File: src/rtl/cube_frame_tx.sv
// cube_frame_tx: streams one CUBE0414 frame (address map + pixel data) from memory to a byte serializer
module cube_frame_tx #(
  parameter logic [7:0] CMD_ADDR_WR = 8'hcc,
  parameter logic [7:0] CMD_DATA_WR = 8'hda,
  parameter bit         SEND_ADDR   = 1'b1
) (
  input  logic        clk_in,
  input  logic        rst_n_in,
  input  logic        start_in,
  output logic        rd_en_out,
  output logic        rd_map_out,
  output logic [10:0] rd_addr_out,
  input  logic [7:0]  rd_data_in,
  output logic        byte_valid_out,
  input  logic        byte_ready_in,
  output logic [7:0]  byte_data_out,
  output logic        dc_out,
  output logic        busy_out,
  output logic        frame_done_out
);
  typedef enum logic [2:0] {IDLE, ACMD, AMAP, DCMD, PIX} state_t;
  state_t state, state_nx;
  logic [5:0] idx, idx_nx, pixel, pixel_nx;
  logic [2:0] layer, layer_nx;
  logic [1:0] colour, colour_nx;
  logic       pend, hs, last_map, last_pix;
  assign hs       = byte_valid_out & byte_ready_in;
  assign last_map = idx == 6'd63;
  assign last_pix = layer == 3'd0 && pixel == 6'd63 && colour == 2'd2;
  assign busy_out = state != IDLE;
  always_ff @(posedge clk_in or negedge rst_n_in)
    if (!rst_n_in) state <= IDLE;
    else state <= state_nx;
  // Counters track the byte currently being presented; the read for the next byte goes out in the handshake cycle
  always_comb begin
    state_nx  = state;
    idx_nx    = idx;
    pixel_nx  = pixel;
    layer_nx  = layer;
    colour_nx = colour;
    case (state)
      IDLE: if (start_in) state_nx = SEND_ADDR ? ACMD : DCMD;
      ACMD: if (hs) begin
        state_nx = AMAP;
        idx_nx   = 6'd0;
      end
      AMAP: if (hs) begin
        if (last_map) state_nx = DCMD;
        else idx_nx = idx + 6'd1;
      end
      DCMD: if (hs) begin
        state_nx  = PIX;
        layer_nx  = 3'd7;
        pixel_nx  = 6'd0;
        colour_nx = 2'd0;
      end
      PIX: if (hs) begin
        if (last_pix) state_nx = IDLE;
        else begin
          colour_nx = colour == 2'd2 ? 2'd0 : colour + 2'd1;
          pixel_nx  = colour == 2'd2 ? pixel + 6'd1 : pixel;
          layer_nx  = colour == 2'd2 && pixel == 6'd63 ? layer - 3'd1 : layer;
        end
      end
      default: state_nx = IDLE;
    endcase
    rd_en_out   = hs && (state_nx == AMAP || state_nx == PIX);
    rd_map_out  = rd_en_out && state_nx == AMAP;
    rd_addr_out = !rd_en_out ? 11'd0 : rd_map_out ? {5'b0, idx_nx} : {layer_nx, pixel_nx, colour_nx};
  end
  always_ff @(posedge clk_in or negedge rst_n_in)
    if (!rst_n_in) begin
      pend           <= 1'b0;
      frame_done_out <= 1'b0;
      byte_valid_out <= 1'b0;
      byte_data_out  <= 8'd0;
      dc_out         <= 1'b0;
      idx            <= 6'd0;
      pixel          <= 6'd0;
      layer          <= 3'd0;
      colour         <= 2'd0;
    end else begin
      pend           <= rd_en_out;
      frame_done_out <= state == PIX && hs && last_pix;
      idx            <= idx_nx;
      pixel          <= pixel_nx;
      layer          <= layer_nx;
      colour         <= colour_nx;
      if (state == IDLE && start_in) begin
        byte_valid_out <= 1'b1;
        byte_data_out  <= SEND_ADDR ? CMD_ADDR_WR : CMD_DATA_WR;
        dc_out         <= 1'b0;
      end else if (state == AMAP && hs && last_map) begin
        byte_data_out <= CMD_DATA_WR;
        dc_out        <= 1'b0;
      end else if (pend) begin
        byte_valid_out <= 1'b1;
        byte_data_out  <= rd_data_in;
        dc_out         <= 1'b1;
      end else if (hs) byte_valid_out <= 1'b0;
    end
endmodule
File: config.mk
export PLATFORM = sky130hd
export DESIGN_NAME = cube_frame_tx
export DESIGN_NICKNAME = d
export VERILOG_FILES = /design/src/rtl/cube_frame_tx.sv
export SDC_FILE = /design/constraint.sdc
export NUM_CORES = 1
export LEC_CHECK = 0
export ABC_AREA = 1
export CORE_MARGIN = 4
export CORE_UTILIZATION = 30
export CTS_CLUSTER_DIAMETER = 80
export DETAILED_ROUTE_END_ITERATION = 12
export GPL_TIMING_DRIVEN = 0
export PLACE_DENSITY_LB_ADDON = 0.1
export SLEW_MARGIN = 20
export SYNTH_ARGS = -nofsm -noshare
export SYNTH_HDL_FRONTEND = slang
export SYNTH_SLANG_ARGS = --single-unit
File: constraint.sdc
create_clock -name clk_in -period 1.95 [get_ports clk_in]
set_input_delay 0.195 -clock clk_in [delete_from_list [all_inputs] [get_ports clk_in]]
set_output_delay 0.195 -clock clk_in [all_outputs]
set_load 0.02 [all_outputs]
==> impl_metrics.py, run 1 <==
metrics = {
    "timing": {
        "worst_clock_skew_ns": 0.00788,
        "finalSetupTns_ns": -1.35,
        "hold_viol_final": 0,
        "rsz0062_at_grt": "yes",
        "drv_slew": 0,
        "worst_slack_ns": -0.187,
        "tightest_slew_ns": 0.414,
        "min_period_ns": 2.14,
        "timing.final.crit_share_pct": 110,
        "fmax_ghz": 0.468,
        "relSlewSlack_pct": 72.4,
        "setup_violations": 12,
    },
    "clocking": {
        "cts_sinks": 32,
        "clockBufferDepth": 2,
        "insertion_delay_ns": 0.29,
        "cts_buffers": 5,
        "cts_tree": "built",
        "cts_root_buffer": "clkbuf_8",
        "htree_num_levels": 2,
        "clkTransAtPathRegs_ns": 0.07,
    },
    "worst_setup_path": {
        "max_stage_delay_ns": 0.39,
        "critPathMaxFanout": 6,
        "startpoint_type": "flop",
        "crit_type": "flop to primary output",
        "cpMaxStageDelayCell": "dfrtp_1",
        "cp_cell_sequence": "inv_2, ha_4, inv_2, nor2_4, nand3_4, nand2_4, inv_4, nand3_2, nand3_2, nand2_2, nor2_1, nor2_1, buf_4",
        "cp.required_ns": 1.75,
        "crit_path_end_kind": "primary output",
        "crit_arrival_ns": 1.94,
    },
    "global_route": {
        "antenna_found_initial": 0,
        "track_usage_pct": 14.7,
        "grt_pass1_wl_mm": 8.89,
        "grt_pass1_vias": 1902,
        "grt_max_degree": 19,
        "overflow": 0,
    },
    "yosys": {
        "netlist_top_cells_area": "dfrtp_1, nand2_1, nand3_1, inv_1, nor2_1",
        "synth_edf_count": 0,
        "synth_cell_types": 33,
        "yosysMostFrequentCell": "nand2_1",
        "synth_largest_area_cell": "dfrtp_1",
        "synth_top_area_share_pct": 40.8,
        "ys_seq_area_share_pct": 40.8,
        "yosys_warnings": 0,
        "synth-main-ff-cell": "dfrtp_1",
        "syn_area_per_cell_um2": 7.33,
        "synthArstFlopShare_pct": 100,
        "syn_inst": 268,
        "synth_nets": 284,
        "synth_area_mm2": 0.00196,
        "synthTopCellsByCount": "nand2_1, dfrtp_1, inv_1",
        "ys_ff_latch": 32,
    },
    "drt": {
        "drt-initial-drc-count": 61,
        "drtPass1Iterations": 4,
        "wl_per_cell_um": 13.1,
        "vias": 1998,
        "drtAntennaViolNets": 0,
        "drc": 0,
        "viasPerCell": 4.73,
        "drt-total-wl_mm": 5.51,
    },
    "place": {
        "placed_area_mm2": 0.00244,
        "dp.final_hpwl_mm": 3.84,
        "place_congestion": 0.786,
        "port-buffer-count": 36,
    },
    "finish": {
        "finalInstanceArea_mm2": 0.00295,
        "area_growth_pct": 50.1,
        "nets": 361,
        "diodes": 0,
        "drive_gt1_share_pct": 36.5,
    },
    "floorplanning": {
        "fp.dieH_um": 88.9,
        "core-area_mm2": 0.00635,
        "row_count": 29,
        "die_w_um": 88.9,
        "top_level_ports": 37,
        "die-area_mm2": 0.00791,
        "start_util_pct": 30.9,
    },
    "power": {
        "pwr-share-comb_pct": 52.8,
        "p_switching_mw": 1.44,
        "switching_share_pct": 44.1,
        "p_int_mw": 1.82,
        "finalPower_mw": 3.26,
        "clkPwrFrac_pct": 15.0,
        "powerDensity_mw_per_mm2": 1110,
        "p_leak_nw": 1.43,
        "ir_drop_mv": 0.576,
        "pwr-share-seq_pct": 32.2,
    },
    "outcome": {
        "violations": "negative setup slack",
        "status": "complete, but fails checks",
    },
    "hold_path": {
        "hold_class": "input pin to flop",
    },
    "job": {
        "cap_violations": 0,
    },
}
[area by class of cell]
class                      instances  area (um^2)
multi-input combinational        195         1190
sequential                        32          803
fill                             645         3400
clock inverter                     1         5.00
tap                               77         96.3
inverter                          39          156
clock buffer                       6         72.6
buffer                             2         18.8
timing repair buffer              70          603
[through the flow]
step	instances	worst slack (ns)	hold WS [ns]	utilization [%]
3_5_place_dp	382	-0.813	0.159	38.5
5_1_grt	422	-0.322	0.318	46.4
4_1_cts	408	-0.229	0.381	42.6
2_1_floorplan	268	0.0375	-0.101	-
6_report	422	-0.187	0.285	46.4
3_3_place_gp	381	-0.813	0.469	38.1
[worst max-delay path: cells and delay by family, from the launching register on]
kind / cells / cell delay (ns)
adders and majority gates: 1 / 0.13
DFF: 1 / 0.39
and+or+nand+nor: 8 / 0.78
buffers and inverters: 4 / 0.34
[cell families (layout without fill, tap and decap cells)]
logic type | Yosys count | in the layout | share of synthesized area [%]
AND/OR/NAND/NOR | 151 | 151 | 35.8
XOR/XNOR | 3 | 3 | 1.34
buffers and inverters | 41 | 118 | 8.09
flip-flops | 32 | 32 | 40.8
AO/OA/AOI/OAI | 37 | 37 | 11.5
adder cells (fa/ha/maj) | 4 | 4 | 2.55
[timing repair]
item | in CTS | in global routing
pin swaps | 17 | 24
gates cloned | 0 | 0
hold endpoints to repair | 14 | 0
resized for setup | 86 | 42
buffers inserted | 18 | 14
setup endpoints to repair | 13 | 13
hold buffers | 1 | 0
[cell usage in the layout (no fill, tap or decap), types with 3 or more instances in the layout]
cell	count
nand2_2	9
nand3_2	8
inv_1	26
inv_4	4
clkbuf_8	5
nand2_4	5
a22o_1	3
a21oi_1	5
clkdlybuf4s50_1	21
o22a_1	3
buf_6	3
nor2_1	20
nor2_2	9
nand2_1	66
buf_4	40
nor2_4	6
o21ai_1	5
nand3_1	19
inv_2	9
buf_2	4
o21ai_2	7
o21ai_0	6
a21oi_2	3
dfrtp_1	30
[registers in the layout (all words and copies together) (netlist names)]
signal / count
dc_out: 1
state: 3
byte_valid_out: 1
colour: 2
pend: 1
idx: 6
layer: 3
byte_data_out: 8
frame_done_out: 1
pixel: 6
[metal layers]
metal	track usage, %	wire [um]
met1	19.1	2550
met4	4.40	57
met2	24.0	2560
met3	3.69	340
met5	0	0
[worst paths after layout]
| path | from | endpoint | slack [ns] | cells past startpoint |
|---|---|---|---|---|
| max in group asynchronous | rst_n_in | state[1]$_DFF_PN0_ | 1.14 | 3 |
| hold / removal | byte_ready_in | byte_valid_out$_DFFE_PN0P_ | 0.29 | 3 |
| setup / recovery | layer[0]$_DFF_PN0_ | rd_addr_out[5] | -0.19 | 13 |
| hold reg to reg | dc_out$_DFFE_PN0P_ | dc_out$_DFFE_PN0P_ | 0.47 | 2 |
| min in group asynchronous | rst_n_in | layer[2]$_DFF_PN0_ | 0.37 | 2 |
| setup reg to reg | idx[0]$_DFF_PN0_ | byte_data_out[5]$_DFFE_PN0P_ | 0.26 | 8 |
[power groups by stage]
stage               sequential (mW)  clock, mW  combinational [mW]
detailed placement             1.03          0                1.40
floorplan                      1.09          0               0.869
CTS                            1.01      0.518                1.56
finish                         1.05      0.491                1.72
global placement               1.02          0                1.38
global route                   1.08      0.552                1.93
Note: power is estimated with default switching activity, not from simulation.
==> run 2, diff against run 1 <==
Clock period 1.95 ns to 2.27 ns, I/O delays scaled along.
==> impl_metrics.py, run 2 (synthesized netlist as in run 1, its figures left out) <==
metrics = {
    "floorplanning": {
        "top_level_ports": 37,
        "start_util_pct": 30.9,
        "die_w_um": 88.9,
        "fp.dieH_um": 88.9,
        "die-area_mm2": 0.00791,
        "core-area_mm2": 0.00635,
        "row_count": 29,
    },
    "finish": {
        "layout_common_cells": "nand2_1, buf_4, dfrtp_1, inv_1, nor2_1",
        "largestRegisters": "byte_data_out x8, idx x6, pixel x6",
        "largest-register": "byte_data_out",
        "finalNonFillerCells": 422,
        "drive_gt1_share_pct": 33.3,
        "nets": 361,
        "final_util_pct": 46.0,
        "final_common_cell": "nand2_1",
        "area_growth_pct": 48.7,
        "nFillCells": 648,
        "diodes": 0,
        "finalInstanceArea_mm2": 0.00292,
        "largest_register_ffs": 8,
    },
    "worst_setup_path": {
        "crit_path_end_kind": "primary output",
        "crit_buf_inv": 4,
        "r2r_start": "state[0]$_DFF_PN0_",
        "max_stage_delay_ns": 0.48,
        "crit_type": "flop to primary output",
        "crit_arrival_ns": 1.97,
        "startpoint_type": "flop",
        "crit_family": "flip-flops",
        "cpMaxStageDelayCell": "dfrtp_1",
        "cp_cell_sequence": "inv_2, nand3_1, o21ai_2, buf_4, inv_1, nand2_1, nand2_1, o21ai_2, nor2_1, buf_4",
        "critPathLaunch": "state[1]$_DFF_PN0_",
        "critPathMaxFanout": 6,
        "cp.required_ns": 2.04,
    },
    "clocking": {
        "cts_buffers": 5,
        "htree_num_levels": 2,
        "cts_root_buffer": "clkbuf_8",
        "clockBufferDepth": 2,
        "cts_tree": "built",
        "insertion_delay_ns": 0.29,
        "clkTransAtPathRegs_ns": 0.06,
        "cts_sinks": 32,
    },
    "hold_path": {
        "hold_class": "input pin to flop",
        "hold_start": "byte_ready_in",
    },
    "global_route": {
        "antenna_found_initial": 0,
        "grt_pass1_wl_mm": 8.84,
        "overflow": 0,
        "grt_pass1_vias": 1904,
        "track_usage_pct": 14.6,
        "grt_max_degree": 19,
    },
    "timing": {
        "hold_viol_final": 0,
        "timing.final.crit_share_pct": 96.9,
        "drv_slew": 0,
        "setup_violations": 0,
        "rsz0062_at_grt": "yes",
        "tightest_slew_ns": 0.409,
        "finalSetupTns_ns": 0,
        "min_period_ns": 2.20,
        "worst_clock_skew_ns": 0.00467,
        "fmax_ghz": 0.455,
        "relSlewSlack_pct": 72.7,
    },
    "drt": {
        "drc": 0,
        "viasPerCell": 4.75,
        "wl_per_cell_um": 13.0,
        "drtPass1Iterations": 4,
        "drtAntennaViolNets": 0,
        "drt-total-wl_mm": 5.50,
        "drt-initial-drc-count": 67,
        "vias": 2003,
    },
    "power": {
        "powerDensity_mw_per_mm2": 963,
        "finalPower_mw": 2.81,
        "p_leak_nw": 1.43,
        "ir_drop_mv": 0.497,
    },
    "job": {
        "cap_violations": 0,
    },
    "place": {
        "dp_cells": 382,
        "placed_area_mm2": 0.00244,
        "dp.final_hpwl_mm": 3.84,
        "place_congestion": 0.786,
        "port-buffer-count": 36,
    },
    "outcome": {
        "status": "complete, no violations",
    },
}
-- run 2: changes by cell type in the layout (fill, tap and decap cells not counted), moves of 2 or more --
| cell | change |
|---|---|
| nor2_2 | -2 |
| nor2_1 | +2 |
| nand2_1 | +2 |
| nand3_2 | -2 |
| buf_2 | +4 |
| buf_4 | -6 |
| nand3_1 | +2 |
-- run 2: metrics by stage --
stage               hold slack, ns  setup slack (ns)
floorplan                  -0.0686             0.325
global placement             0.469            -0.557
detailed placement           0.191            -0.557
CTS                          0.413           -0.0356
global route                 0.349           -0.0323
finish                       0.313            0.0710
-- run 2: path summary, 6_finish.rpt --
kind | endpoint | slack, ns | cells past startpoint
min reg2reg | dc_out$_DFFE_PN0P_ | 0.47 | 2
max in group asynchronous | state[0]$_DFF_PN0_ | 1.43 | 3
max | rd_addr_out[2] | 0.07 | 10
min | byte_valid_out$_DFFE_PN0P_ | 0.31 | 3
min in group asynchronous | byte_valid_out$_DFFE_PN0P_ | 0.40 | 2
max reg2reg | byte_data_out[5]$_DFFE_PN0P_ | 0.58 | 8
-- run 2: cell type report --
cell class	instances	area (um^2)	share of cell area [%]
clock buffers	6	72.6	2.49
clock inverters	1	5.00	0.171
multi-input cells	196	1170	40.0
flip-flops and latches	32	802	27.5
repair buffers	69	602	20.6
inverters	39	159	5.44
well taps	77	96.3	3.30
plain buffers	2	16.3	0.557
-- run 2: routing by layer --
layer,routed length (um),share of wire (%),global-route usage [%]
met1,2490,45,19.1
met5,0,0,0
met3,400,7.3,3.87
met4,57,1.0,4.12
met2,2560,46,23.8
-- run 2: what timing repair did --
| item | CTS | global route |
|---|---|---|
| hold endpoints to repair | 14 | 0 |
| hold buffers | 1 | 0 |
| setup endpoints to repair | 13 | 13 |
| pin swaps | 8 | 17 |
| setup buffers | 17 | 15 |
| gates cloned | 1 | 0 |
| resized for setup | 63 | 47 |
-- run 2: power by group --
part           switching (mW)  leakage (nW)  internal (mW)
Clock                   0.213        0.0410          0.208
Combinational           0.866         0.989          0.633
Sequential              0.162         0.402          0.732
Total                    1.24          1.43           1.57
-- run 2: worst min-delay path, stage by stage --
cell and delay (ns):
dlymetal6s2s_1 0.16, nand2_1 0.07, a22o_1 0.11
==> run 3, diff against run 2 <==
Settings changed: REMOVE_ABC_BUFFERS from default to 1.
==> impl_metrics.py, run 3 (synthesized netlist as in run 1, its figures left out) <==
metrics = {
    "timing": {
        "min_period_ns": 2.18,
        "hold_viol_final": 0,
        "drv_slew": 0,
        "relSlewSlack_pct": 79.9,
        "rsz0062_at_grt": "yes",
        "setup_violations": 0,
        "worst_clock_skew_ns": 0.00758,
        "tightest_slew_ns": 0.300,
        "fmax_ghz": 0.459,
        "timing.final.crit_share_pct": 96.1,
        "finalSetupTns_ns": 0,
    },
    "place": {
        "place_congestion": 0.758,
        "port-buffer-count": 36,
        "placed_area_mm2": 0.00242,
        "dp_cells": 380,
        "dp.final_hpwl_mm": 3.65,
    },
    "drt": {
        "viasPerCell": 4.57,
        "wl_per_cell_um": 12.6,
        "drt-initial-drc-count": 109,
        "vias": 1888,
        "drc": 0,
        "drtPass1Iterations": 4,
        "drt-total-wl_mm": 5.19,
        "drtAntennaViolNets": 0,
    },
    "hold_path": {
        "hold_start": "byte_ready_in",
        "hold_class": "input pin to flop",
    },
    "floorplanning": {
        "row_count": 29,
        "die_w_um": 88.9,
        "start_util_pct": 30.9,
        "fp.dieH_um": 88.9,
        "core-area_mm2": 0.00635,
        "top_level_ports": 37,
        "die-area_mm2": 0.00791,
    },
    "worst_setup_path": {
        "crit_arrival_ns": 1.95,
        "cpMaxStageDelayCell": "dfrtp_1",
        "crit_family": "simple AND/OR/NAND/NOR gates",
        "crit_type": "flop to primary output",
        "critPathMaxFanout": 7,
        "startpoint_type": "flop",
        "crit_path_end_kind": "primary output",
        "crit_buf_inv": 4,
        "critPathLaunch": "layer[1]$_DFF_PN0_",
        "r2r_start": "idx[0]$_DFF_PN0_",
        "reg2regPathDepth": 8,
        "reg2reg_slack_ns": 0.55,
        "cp_cell_sequence": "inv_2, ha_4, inv_2, nor2_4, nand3_4, nand2_4, inv_4, nand2_1, nand3_1, o21ai_2, nor2_1, nor2_1, buf_4",
        "max_stage_delay_ns": 0.39,
        "crit_end": "rd_addr_out[2]",
        "cp.required_ns": 2.04,
        "path_depth": 13,
        "timing.rr.end": "byte_data_out[5]$_DFFE_PN0P_",
    },
    "power": {
        "ir_drop_mv": 0.503,
        "p_leak_nw": 1.37,
        "powerDensity_mw_per_mm2": 972,
    },
    "clocking": {
        "htree_num_levels": 2,
        "clockBufferDepth": 2,
        "cts_sinks": 32,
        "cts_root_buffer": "clkbuf_8",
        "clkTransAtPathRegs_ns": 0.07,
        "cts_buffers": 5,
        "insertion_delay_ns": 0.28,
        "cts_tree": "built",
    },
    "outcome": {
        "status": "complete, no violations",
    },
    "job": {
        "cap_violations": 0,
    },
    "finish": {
        "diodes": 0,
        "finalNonFillerCells": 413,
        "area_growth_pct": 43.3,
        "layout_common_cells": "nand2_1, dfrtp_1, buf_4, inv_1, nand3_1",
        "finalInstanceArea_mm2": 0.00282,
        "final_common_cell": "nand2_1",
        "largest_register_ffs": 8,
        "nets": 351,
        "drive_gt1_share_pct": 29.8,
        "largestRegisters": "byte_data_out x8, idx x6, pixel x6",
        "largest-register": "byte_data_out",
    },
    "global_route": {
        "grt_pass1_vias": 1875,
        "track_usage_pct": 13.9,
        "grt_max_degree": 23,
        "overflow": 0,
        "grt_pass1_wl_mm": 8.56,
        "antenna_found_initial": 0,
    },
}
-- run 3: worst min path at each step --
stage                                        end  depth (start not counted)
floorplan           byte_data_out[0]$_DFFE_PN0P_                          0
global placement    byte_data_out[2]$_DFFE_PN0P_                          2
detailed placement  byte_data_out[1]$_DFFE_PN0P_                          1
CTS                 byte_data_out[1]$_DFFE_PN0P_                          2
global route          byte_valid_out$_DFFE_PN0P_                          3
finish                byte_valid_out$_DFFE_PN0P_                          3
-- run 3: final cells by class --
cell class / instances / area [um^2]
sequential: 32 / 802
tap: 77 / 96.3
timing repair buffer: 61 / 520
inverter: 39 / 161
fill: 659 / 3530
multi-input combinational: 196 / 1140
clock buffer: 8 / 90.1
-- run 3: per-layer routing --
layer | up-vias | global-route usage, % | share of wire, %
met4 | 0 | 4.12 | 0.60
met2 | 42 | 22.1 | 44
met1 | 849 | 18.3 | 49
met5 | - | 0 | 0
met3 | 2 | 4.06 | 6.7
li1 | 995 | - | -
-- run 3: power by group --
| part | switching [mW] | total, mW | internal, mW |
|---|---|---|---|
| Sequential | 0.153 | 0.885 | 0.732 |
| Combinational | 0.831 | 1.40 | 0.573 |
| Clock | 0.201 | 0.448 | 0.247 |
| Total | 1.19 | 2.74 | 1.55 |
-- run 3: worst min-delay path, stage by stage --
cell,delay (ns)
dlymetal6s2s_1,0.16
nand2_1,0.08
a22o_1,0.11
-- run 3: metrics by stage --
step | setup slack [ns] | power [mW] | hold slack, ns | utilization, %
global placement | -0.765 | 2.06 | 0.466 | 37.9
finish | 0.0893 | 2.74 | 0.328 | 44.3
floorplan | 0.214 | 1.67 | -0.0686 | -
global route | -0.0732 | 2.96 | 0.338 | 44.3
detailed placement | -0.736 | 2.06 | 0.131 | 38.2
CTS | -0.0250 | 2.62 | 0.358 | 41.8
-- run 3: what timing repair did --
item / 4_1_cts / 5_1_grt
setup buffers: 14 / 9
hold buffers: 1 / 0
pin swaps: 9 / 19
hold endpoints to repair: 10 / 0
gates cloned: 0 / 1
endpoints found under the setup margin: 13 / 12
gates resized for setup: 55 / 49
